## src/rtl/muldiv_unit_pkg.sv

```systemverilog
// Shared definitions for the multiply/divide unit.
//   - MDU_* : operation encodings carried on the 2-bit op field
//   - mdu_state_e : FSM states of muldiv_unit (IDLE -> CALC -> FIX -> IDLE)
//   - op_is_div / op_is_signed : decode helpers for the op field
package cpu_defs;

    localparam logic [1:0] MDU_MULT  = 2'd0;
    localparam logic [1:0] MDU_MULTU = 2'd1;
    localparam logic [1:0] MDU_DIV   = 2'd2;
    localparam logic [1:0] MDU_DIVU  = 2'd3;

    typedef enum logic [1:0] {
        ST_IDLE = 2'd0,
        ST_CALC = 2'd1,
        ST_FIX  = 2'd2
    } mdu_state_e;

    // Bit 1 selects divide, bit 0 selects unsigned.
    function automatic logic op_is_div(input logic [1:0] op);
        return op[1];
    endfunction

    function automatic logic op_is_signed(input logic [1:0] op);
        return ~op[0];
    endfunction

endpackage

```

## src/rtl/muldiv_unit_if.sv

```systemverilog
// Handshake/data bundle between the CPU control/datapath and muldiv_unit.
//   cpu  modport : drives start/op/a/b/hi_we/lo_we/wd, observes busy/done/hi/lo
//   unit modport : the multiply/divide unit side
// master = cpu side, slave = unit side.
interface muldiv_unit_if #(
    parameter int WIDTH = 32
);
    logic             start;
    logic [1:0]       op;
    logic [WIDTH-1:0] a;
    logic [WIDTH-1:0] b;
    logic             hi_we;
    logic             lo_we;
    logic [WIDTH-1:0] wd;
    logic             busy;
    logic             done;
    logic [WIDTH-1:0] hi;
    logic [WIDTH-1:0] lo;

    modport master (
        output start, op, a, b, hi_we, lo_we, wd,
        input  busy, done, hi, lo
    );

    modport slave (
        input  start, op, a, b, hi_we, lo_we, wd,
        output busy, done, hi, lo
    );
endinterface

```

## src/rtl/muldiv_unit_core.sv

```systemverilog
// Iteration datapath for muldiv_unit: one radix-2 step per 'step' cycle.
//   clk, rst   : clock, async active-high reset
//   load       : seed accumulator with {0, init_lo}, latch opnd, counter=WIDTH-1
//   step       : perform one multiply or divide step, decrement counter
//   is_div     : step type (0 shift-add multiply, 1 restoring divide)
//   init_lo    : multiplier (multiply) or dividend (divide) magnitude
//   opnd       : multiplicand (multiply) or divisor (divide) magnitude
//   acc        : raw result; multiply = 2*WIDTH product,
//                divide = {remainder, quotient}
//   last       : counter has reached zero (this step is the final one)
module muldiv_core #(
    parameter int WIDTH = 32
) (
    input  logic               clk,
    input  logic               rst,
    input  logic               load,
    input  logic               step,
    input  logic               is_div,
    input  logic [WIDTH-1:0]   init_lo,
    input  logic [WIDTH-1:0]   opnd,
    output logic [2*WIDTH-1:0] acc,
    output logic               last
);
    localparam int CW = (WIDTH > 1) ? $clog2(WIDTH) : 1;

    logic [2*WIDTH-1:0] acc_q;
    logic [WIDTH-1:0]   opnd_q;
    logic [CW-1:0]      cnt_q;

    logic [WIDTH:0]     mul_sum;
    logic [2*WIDTH-1:0] mul_next;
    logic [WIDTH:0]     div_trial;
    logic [2*WIDTH-1:0] div_next;

    // Multiply: multiplier sits in the low half and is consumed LSB first;
    // the carry of the add becomes the new top bit after the right shift.
    always_comb begin
        mul_sum  = {1'b0, acc_q[2*WIDTH-1:WIDTH]}
                 + (acc_q[0] ? {1'b0, opnd_q} : '0);
        mul_next = {mul_sum, acc_q[WIDTH-1:1]};
    end

    // Divide: high half is the partial remainder, low half shifts the
    // dividend out MSB first and collects quotient bits at the bottom.
    // Remainder stays below the divisor, so {rem, bit} fits in WIDTH+1 bits.
    always_comb begin
        div_trial = {acc_q[2*WIDTH-1:WIDTH], acc_q[WIDTH-1]} - {1'b0, opnd_q};
        if (!div_trial[WIDTH])
            div_next = {div_trial[WIDTH-1:0], acc_q[WIDTH-2:0], 1'b1};
        else
            div_next = {acc_q[2*WIDTH-2:0], 1'b0};
    end

    always_ff @(posedge clk or posedge rst) begin
        if (rst) begin
            acc_q  <= '0;
            opnd_q <= '0;
            cnt_q  <= '0;
        end else if (load) begin
            acc_q  <= {{WIDTH{1'b0}}, init_lo};
            opnd_q <= opnd;
            cnt_q  <= CW'(WIDTH - 1);
        end else if (step) begin
            acc_q <= is_div ? div_next : mul_next;
            if (cnt_q != '0)
                cnt_q <= cnt_q - 1'b1;
        end
    end

    assign acc  = acc_q;
    assign last = (cnt_q == '0);

endmodule

```

## src/rtl/muldiv_unit.sv

```systemverilog
// Iterative multiply/divide unit with architectural HI/LO registers.
//   clk, rst : clock, async active-high reset (discards any op in flight)
//   bus      : muldiv_unit_if slave side
//     start/op/a/b : launch MULT/MULTU/DIV/DIVU, sampled only in IDLE
//     hi_we/lo_we/wd : MTHI/MTLO writes, honoured only in IDLE without start
//     busy : state != IDLE
//     done : one-cycle pulse when HI/LO carry a fresh result
//     hi/lo : HI/LO registers
// Sequence: start edge -> WIDTH CALC steps -> one FIX edge writes HI/LO.
module muldiv_unit
    import cpu_defs::*;
#(
    parameter int WIDTH = 32
) (
    input  logic            clk,
    input  logic            rst,
    muldiv_unit_if.slave    bus
);
    mdu_state_e state_q, state_d;

    logic [1:0]       op_q;
    logic             sa_q, sb_q;
    logic             bzero_q;
    logic [WIDTH-1:0] a_raw_q;
    logic [WIDTH-1:0] hi_q, lo_q;
    logic             done_q;

    logic             core_load, core_step, core_last;
    logic [2*WIDTH-1:0] core_acc;

    logic             sa_in, sb_in;
    logic [WIDTH-1:0] a_mag, b_mag;

    logic [2*WIDTH-1:0] prod;
    logic [WIDTH-1:0]   quot, rem;
    logic [WIDTH-1:0]   fix_hi, fix_lo;

    // Magnitudes: -0x80..0 wraps to 0x80..0, which is the right unsigned
    // magnitude, so no extra bit is needed.
    always_comb begin
        sa_in = op_is_signed(bus.op) & bus.a[WIDTH-1];
        sb_in = op_is_signed(bus.op) & bus.b[WIDTH-1];
        a_mag = sa_in ? (~bus.a + 1'b1) : bus.a;
        b_mag = sb_in ? (~bus.b + 1'b1) : bus.b;
    end

    muldiv_core #(.WIDTH(WIDTH)) u_core (
        .clk     (clk),
        .rst     (rst),
        .load    (core_load),
        .step    (core_step),
        .is_div  (op_is_div(state_q == ST_IDLE ? bus.op : op_q)),
        .init_lo (op_is_div(bus.op) ? a_mag : b_mag),
        .opnd    (op_is_div(bus.op) ? b_mag : a_mag),
        .acc     (core_acc),
        .last    (core_last)
    );

    // Next state / core controls
    always_comb begin
        state_d   = state_q;
        core_load = 1'b0;
        core_step = 1'b0;
        case (state_q)
            ST_IDLE: begin
                if (bus.start) begin
                    core_load = 1'b1;
                    state_d   = ST_CALC;
                end
            end
            ST_CALC: begin
                core_step = 1'b1;
                if (core_last)
                    state_d = ST_FIX;
            end
            ST_FIX:  state_d = ST_IDLE;
            default: state_d = ST_IDLE;
        endcase
    end

    always_ff @(posedge clk or posedge rst) begin
        if (rst) state_q <= ST_IDLE;
        else     state_q <= state_d;
    end

    always_ff @(posedge clk or posedge rst) begin
        if (rst) begin
            op_q    <= MDU_MULT;
            sa_q    <= 1'b0;
            sb_q    <= 1'b0;
            bzero_q <= 1'b0;
            a_raw_q <= '0;
        end else if (core_load) begin
            op_q    <= bus.op;
            sa_q    <= sa_in;
            sb_q    <= sb_in;
            bzero_q <= (bus.b == '0);
            a_raw_q <= bus.a;
        end
    end

    // Sign correction of the raw core result
    always_comb begin
        prod = core_acc;
        if (sa_q ^ sb_q)
            prod = ~core_acc + 1'b1;

        quot = core_acc[WIDTH-1:0];
        rem  = core_acc[2*WIDTH-1:WIDTH];
        if (sa_q ^ sb_q)
            quot = ~core_acc[WIDTH-1:0] + 1'b1;
        if (sa_q)
            rem = ~core_acc[2*WIDTH-1:WIDTH] + 1'b1;

        if (!op_is_div(op_q)) begin
            fix_hi = prod[2*WIDTH-1:WIDTH];
            fix_lo = prod[WIDTH-1:0];
        end else if (bzero_q) begin
            // Divide by zero bypasses the sign fix and returns raw a.
            fix_hi = a_raw_q;
            fix_lo = '1;
        end else begin
            fix_hi = rem;
            fix_lo = quot;
        end
    end

    // HI/LO: result write in FIX wins; MT* writes only in IDLE and only
    // when no start is being accepted that cycle.
    always_ff @(posedge clk or posedge rst) begin
        if (rst) begin
            hi_q   <= '0;
            lo_q   <= '0;
            done_q <= 1'b0;
        end else begin
            done_q <= (state_q == ST_FIX);
            if (state_q == ST_FIX) begin
                hi_q <= fix_hi;
                lo_q <= fix_lo;
            end else if (state_q == ST_IDLE && !bus.start) begin
                if (bus.hi_we) hi_q <= bus.wd;
                if (bus.lo_we) lo_q <= bus.wd;
            end
        end
    end

    assign bus.busy = (state_q != ST_IDLE);
    assign bus.done = done_q;
    assign bus.hi   = hi_q;
    assign bus.lo   = lo_q;

endmodule

```

## src/flat_wrapper.sv

```systemverilog
// flat-port wrapper written by rule: the top's interface ports become plain ports
module muldiv_unit_flat import cpu_defs::*;
#(
    parameter int WIDTH = 32
)
  (clk, rst, bus_start, bus_op, bus_a, bus_b, bus_hi_we, bus_lo_we, bus_wd, bus_busy, bus_done, bus_hi, bus_lo);
  muldiv_unit_if #(.WIDTH(WIDTH)) bus_i ();
  input  logic clk;
  input  logic rst;
  input wire logic [$bits(bus_i.start)-1:0] bus_start;
  input wire logic [$bits(bus_i.op)-1:0] bus_op;
  input wire logic [$bits(bus_i.a)-1:0] bus_a;
  input wire logic [$bits(bus_i.b)-1:0] bus_b;
  input wire logic [$bits(bus_i.hi_we)-1:0] bus_hi_we;
  input wire logic [$bits(bus_i.lo_we)-1:0] bus_lo_we;
  input wire logic [$bits(bus_i.wd)-1:0] bus_wd;
  output wire logic [$bits(bus_i.busy)-1:0] bus_busy;
  output wire logic [$bits(bus_i.done)-1:0] bus_done;
  output wire logic [$bits(bus_i.hi)-1:0] bus_hi;
  output wire logic [$bits(bus_i.lo)-1:0] bus_lo;
  assign bus_i.start = bus_start;
  assign bus_i.op = bus_op;
  assign bus_i.a = bus_a;
  assign bus_i.b = bus_b;
  assign bus_i.hi_we = bus_hi_we;
  assign bus_i.lo_we = bus_lo_we;
  assign bus_i.wd = bus_wd;
  assign bus_busy = bus_i.busy;
  assign bus_done = bus_i.done;
  assign bus_hi = bus_i.hi;
  assign bus_lo = bus_i.lo;
  muldiv_unit #(.WIDTH(WIDTH)) u_core (.clk(clk), .rst(rst), .bus(bus_i));
endmodule
```

## config.mk

```make
export PLATFORM = sky130hd
export DESIGN_NAME = muldiv_unit_flat
export DESIGN_NICKNAME = d
export VERILOG_FILES = /design/src/rtl/muldiv_unit_pkg.sv /design/src/rtl/muldiv_unit_if.sv /design/src/rtl/muldiv_unit_core.sv /design/src/rtl/muldiv_unit.sv /design/src/flat_wrapper.sv
export SDC_FILE = /design/constraint.sdc
export NUM_CORES = 1
export LEC_CHECK = 0
export CAP_MARGIN = 20
export CORE_ASPECT_RATIO = 1.5
export CORE_MARGIN = 5
export CORE_UTILIZATION = 54
export DETAILED_ROUTE_END_ITERATION = 10
export HOLD_SLACK_MARGIN = 0.08
export PLACE_DENSITY = 0.77
export SYNTH_ARGS = -nofsm -noshare
export SYNTH_HDL_FRONTEND = slang
export SYNTH_HIERARCHICAL = 1
export SYNTH_SLANG_ARGS = --single-unit
```

## constraint.sdc

```tcl
create_clock -name clk -period 8.35 [get_ports clk]
set_input_delay 0.835 -clock clk [delete_from_list [all_inputs] [get_ports clk]]
set_output_delay 0.835 -clock clk [all_outputs]
set_load 0.02 [all_outputs]
```

==> impl_metrics.csv <==
group,metric,value,unit
placement,dp_hpwl,59000,um
route,route.detailed.drc,0,
cells_and_area,nets,2603,
route,viasPerCell,6.77,
clock_network,clkTransAtPathRegs,0.07,ns
floorplan,die_area,37200,sq um
sta,layout_min_cycle_time,4.19,ns
placement,port_buffers,168,
route,wire_per_inst,27.0,um
synth,synth_ff_type,"dfrtp_1",
grt,antenna_found_initial,1,
run_status,status,"completed",
clock_network,clk_latency,0.54,ns
pwr,p_total,9.69,mW
worst_setup_path,end_kind,"flip-flop",
clock_network,cts_resized,0,
placement,pre_cts_slack,3.87,ns
grt,grt_pass1_wl,115000,um
floorplan,die_h,234,um
route,first_pass_iters,7,
worst_setup_path,cp_max_fo,7,
sta,drv_slew,0,
route,drtIter0Drc,1853,
sta,setup_viol,0,
floorplan,initial_core_util,54.2,%
sta,fin_skew,0.0292,ns
placement,place_area,19900,sq um
clock_network,cts_setup_buffers,0,
sta,rsz0062_at_grt,"false",
clock_network,clock_sinks,204,
worst_setup_path,r2r_start,"u_core/u_core/acc[31]$_DFFE_PP0P_",
job,max_cap_violations,0,
synth,synth_warnings,6,
route,vias,19380,
worst_setup_path,required,8.76,ns
floorplan,io_pins,169,
synth,synth.distinct_cells,93,
min_path,hp-start,"u_core/a_raw_q[17]$_DFFE_PP0P_",
synth,synth_edf_count,0,
synth,synth_cells,2341,
clock_network,cts_root_buf,"clkbuf_16",
cells_and_area,area_growth,14.9,%
worst_setup_path,rr_worst_depth,12,
min_path,holdPathEnd,"u_core/a_raw_q[17]$_DFFE_PP0P_",
synth,synth.avg_cell_area,7.69,sq um
synth,seq_area_frac_synth,28.3,%
sta,period_share,50.2,%
clock_network,cts_made_buffers,22,
worst_setup_path,cp-start-kind,"flip-flop",
min_path,hp-class,"reg2reg",
clock_network,htree_levels,1,
synth,syn_nets,2516,
worst_setup_path,r2r-end,"u_core/u_core/acc[62]$_DFFE_PP0P_",
sta,finalSetupTns,0,ns
grt,grt_max_degree,93,
min_path,holdPathStages,2,
route,routed_wl,77300,um
placement,gp_congestion,1.07,
grt,grt.total_usage,39.8,%
clock_network,cts.path.max_buffers,3,
sta,max_freq,0.239,GHz
sta,tightestPinTransition,1.26,ns
grt,grt_pass1_vias,18686,
synth,ys_ff_latch,204,
grt,grt_overflow_total,0,
floorplan,core,33200,sq um
pwr,vdd_drop_max,0.543,mV
route,ant_nets,0,
cells_and_area,stdcell_area,20700,sq um
worst_setup_path,path_class,"reg2reg",
worst_setup_path,arrival,4.60,ns
worst_setup_path,r2r_slack,4.16,ns
sta,setup_ws,4.16,ns
clock_network,hold_buffers,0,
sta,slew_headroom,15.1,%
floorplan,die-width,159,um
synth,netlist_area,18000,sq um
clock_network,cts_tree,"done",
floorplan,rows,82,
synth,async_flop_share,100,%
pwr,leakagePower,8.52,nW
cells_and_area,drive_gt1_share,4.79,%
cells_and_area,antenna_cells,0,
pwr,pwr_density_cell,468,nW/um^2
sta,hold_viol_final,0,
## metal layers
metal | vias to the layer above | share of wire (%) | GRT usage [%]
li1 | 8662 | - | -
met1 | 9197 | 35 | 44.4
met2 | 1181 | 47 | 67.2
met3 | 340 | 8.6 | 6.92
met4 | 0 | 9.3 | 30.9
met5 | - | 0 | 0
## synthesized netlist by cell type, drive strengths merged, types with 5 or more instances
cell type | instances | area, sq um
a2111oi | 8 | 96.3
a211o | 9 | 78.8
a211oi | 14 | 105
a21boi | 7 | 52.6
a21o | 29 | 218
a21oi | 161 | 806
a221o | 8 | 80.1
a221oi | 9 | 85.1
a22oi | 8 | 60.1
a31oi | 32 | 200
a32oi | 34 | 298
and2 | 39 | 244
and3 | 23 | 144
buf | 19 | 108
clkbuf | 122 | 458
dfrtp | 204 | 5100
ha | 70 | 876
inv | 86 | 323
mux2i | 103 | 1030
nand2 | 373 | 1400
nand2b | 31 | 194
nand3 | 30 | 150
nand4 | 15 | 93.8
nand4b | 7 | 61.3
nor2 | 172 | 646
nor2b | 15 | 93.8
nor3 | 63 | 315
nor3b | 8 | 60.1
nor4 | 45 | 294
o2111ai | 6 | 52.6
o211ai | 12 | 95.1
o21a | 5 | 37.5
o21ai | 217 | 1090
o21bai | 12 | 101
o221ai | 10 | 87.6
o22ai | 12 | 75.1
o311a | 6 | 60.1
o31ai | 26 | 195
o41ai | 15 | 139
or2 | 7 | 43.8
or3 | 23 | 154
or4 | 23 | 180
xnor2 | 99 | 875
xor2 | 55 | 482
## cells by family after synthesis
family / Yosys count / share of synthesized area, %
flip-flops: 204 / 28.3
buffers and inverters: 230 / 4.99
multiplexers: 107 / 5.97
AND/OR/NAND/NOR: 892 / 23.5
adder cells (fa/ha/maj): 72 / 5.08
XOR/XNOR: 154 / 7.53
AO/OA/AOI/OAI: 682 / 24.6
## power breakdown
group          switching, mW  total [mW]  leakage [nW]  internal (mW)
Combinational           3.83        6.36          5.71           2.53
Clock                  0.434        1.03         0.357          0.597
Sequential             0.814        2.30          2.46           1.48
Total                   5.08        9.69          8.52           4.62
## through the flow
step / hold slack, ns / std cells / util, %
final: 0.480 / 2861 / 62.3
after CTS: 0.480 / 2859 / 62.2
after global routing: 0.506 / 2861 / 62.3
after floorplan: 0.440 / 2341 / -
after global placement: 0.455 / 2822 / 60.0
after detailed placement: 0.465 / 2822 / 60.0
## worst max-delay path, cell delays in order (launching register included)
cell,delay [ns]
dfrtp_1,0.48
inv_1,0.10
ha_1,0.24
fa_1,0.40
nand2b_1,0.20
a21oi_1,0.27
o2111ai_1,0.25
a2111oi_1,0.77
nor3_1,0.13
o31ai_1,0.58
mux2i_1,0.25
a31oi_1,0.10
a32o_1,0.27
## state kept, by name (all words and copies together), names as in the netlist, 2 cells and up
name	flops
u_core/u_core/acc	64
u_core/a_raw_q	32
u_core/bus.hi	32
u_core/bus.lo	32
u_core/u_core/opnd_q	32
u_core/u_core/cnt_q	5
u_core/state_q	2
## cell type report
class                   count  area [sq um]
repair buffers            204          1950
flip-flops and latches    204          5100
inverters                  89           342
multi-input cells        1907         12000
well taps                 420           526
fillers                  3054         12500
clock inverters             6          82.6
clock buffers              31           646
## worst max-delay path by stage
stage / start / endpoint / slack (ns) / cells past startpoint
floorplan: rst / u_core/a_raw_q[0]$_DFFE_PP0P_ / 4.81 / 1
global placement: bus_a[6] / u_core/u_core/acc[14]$_DFFE_PP0P_ / 3.90 / 8
global route: u_core/u_core/acc[31]$_DFFE_PP0P_ / u_core/u_core/acc[62]$_DFFE_PP0P_ / 3.92 / 12
CTS: u_core/u_core/acc[31]$_DFFE_PP0P_ / u_core/u_core/acc[62]$_DFFE_PP0P_ / 4.18 / 12
finish: u_core/u_core/acc[31]$_DFFE_PP0P_ / u_core/u_core/acc[62]$_DFFE_PP0P_ / 4.16 / 12
detailed placement: bus_a[6] / u_core/u_core/opnd_q[14]$_DFFE_PP0P_ / 3.87 / 8
## placed cells by master (no fill, tap or decap), drive strengths merged, types with 15 or more instances in the layout
master,instances
nand4,15
nor4,45
ha,70
xnor2,99
o41ai,15
nand2b,31
mux2i,103
o21ai,217
nand2,373
buf,36
or3,23
and3,23
or4,23
dfrtp,204
nand3,30
a21o,29
nor2b,15
a21oi,161
inv,88
and2,39
a31oi,32
a32oi,34
xor2,55
o31ai,26
clkbuf,32
nor2,172
nor3,63
clkdlybuf4s50,167
Power figures use the tool's default switching activity.
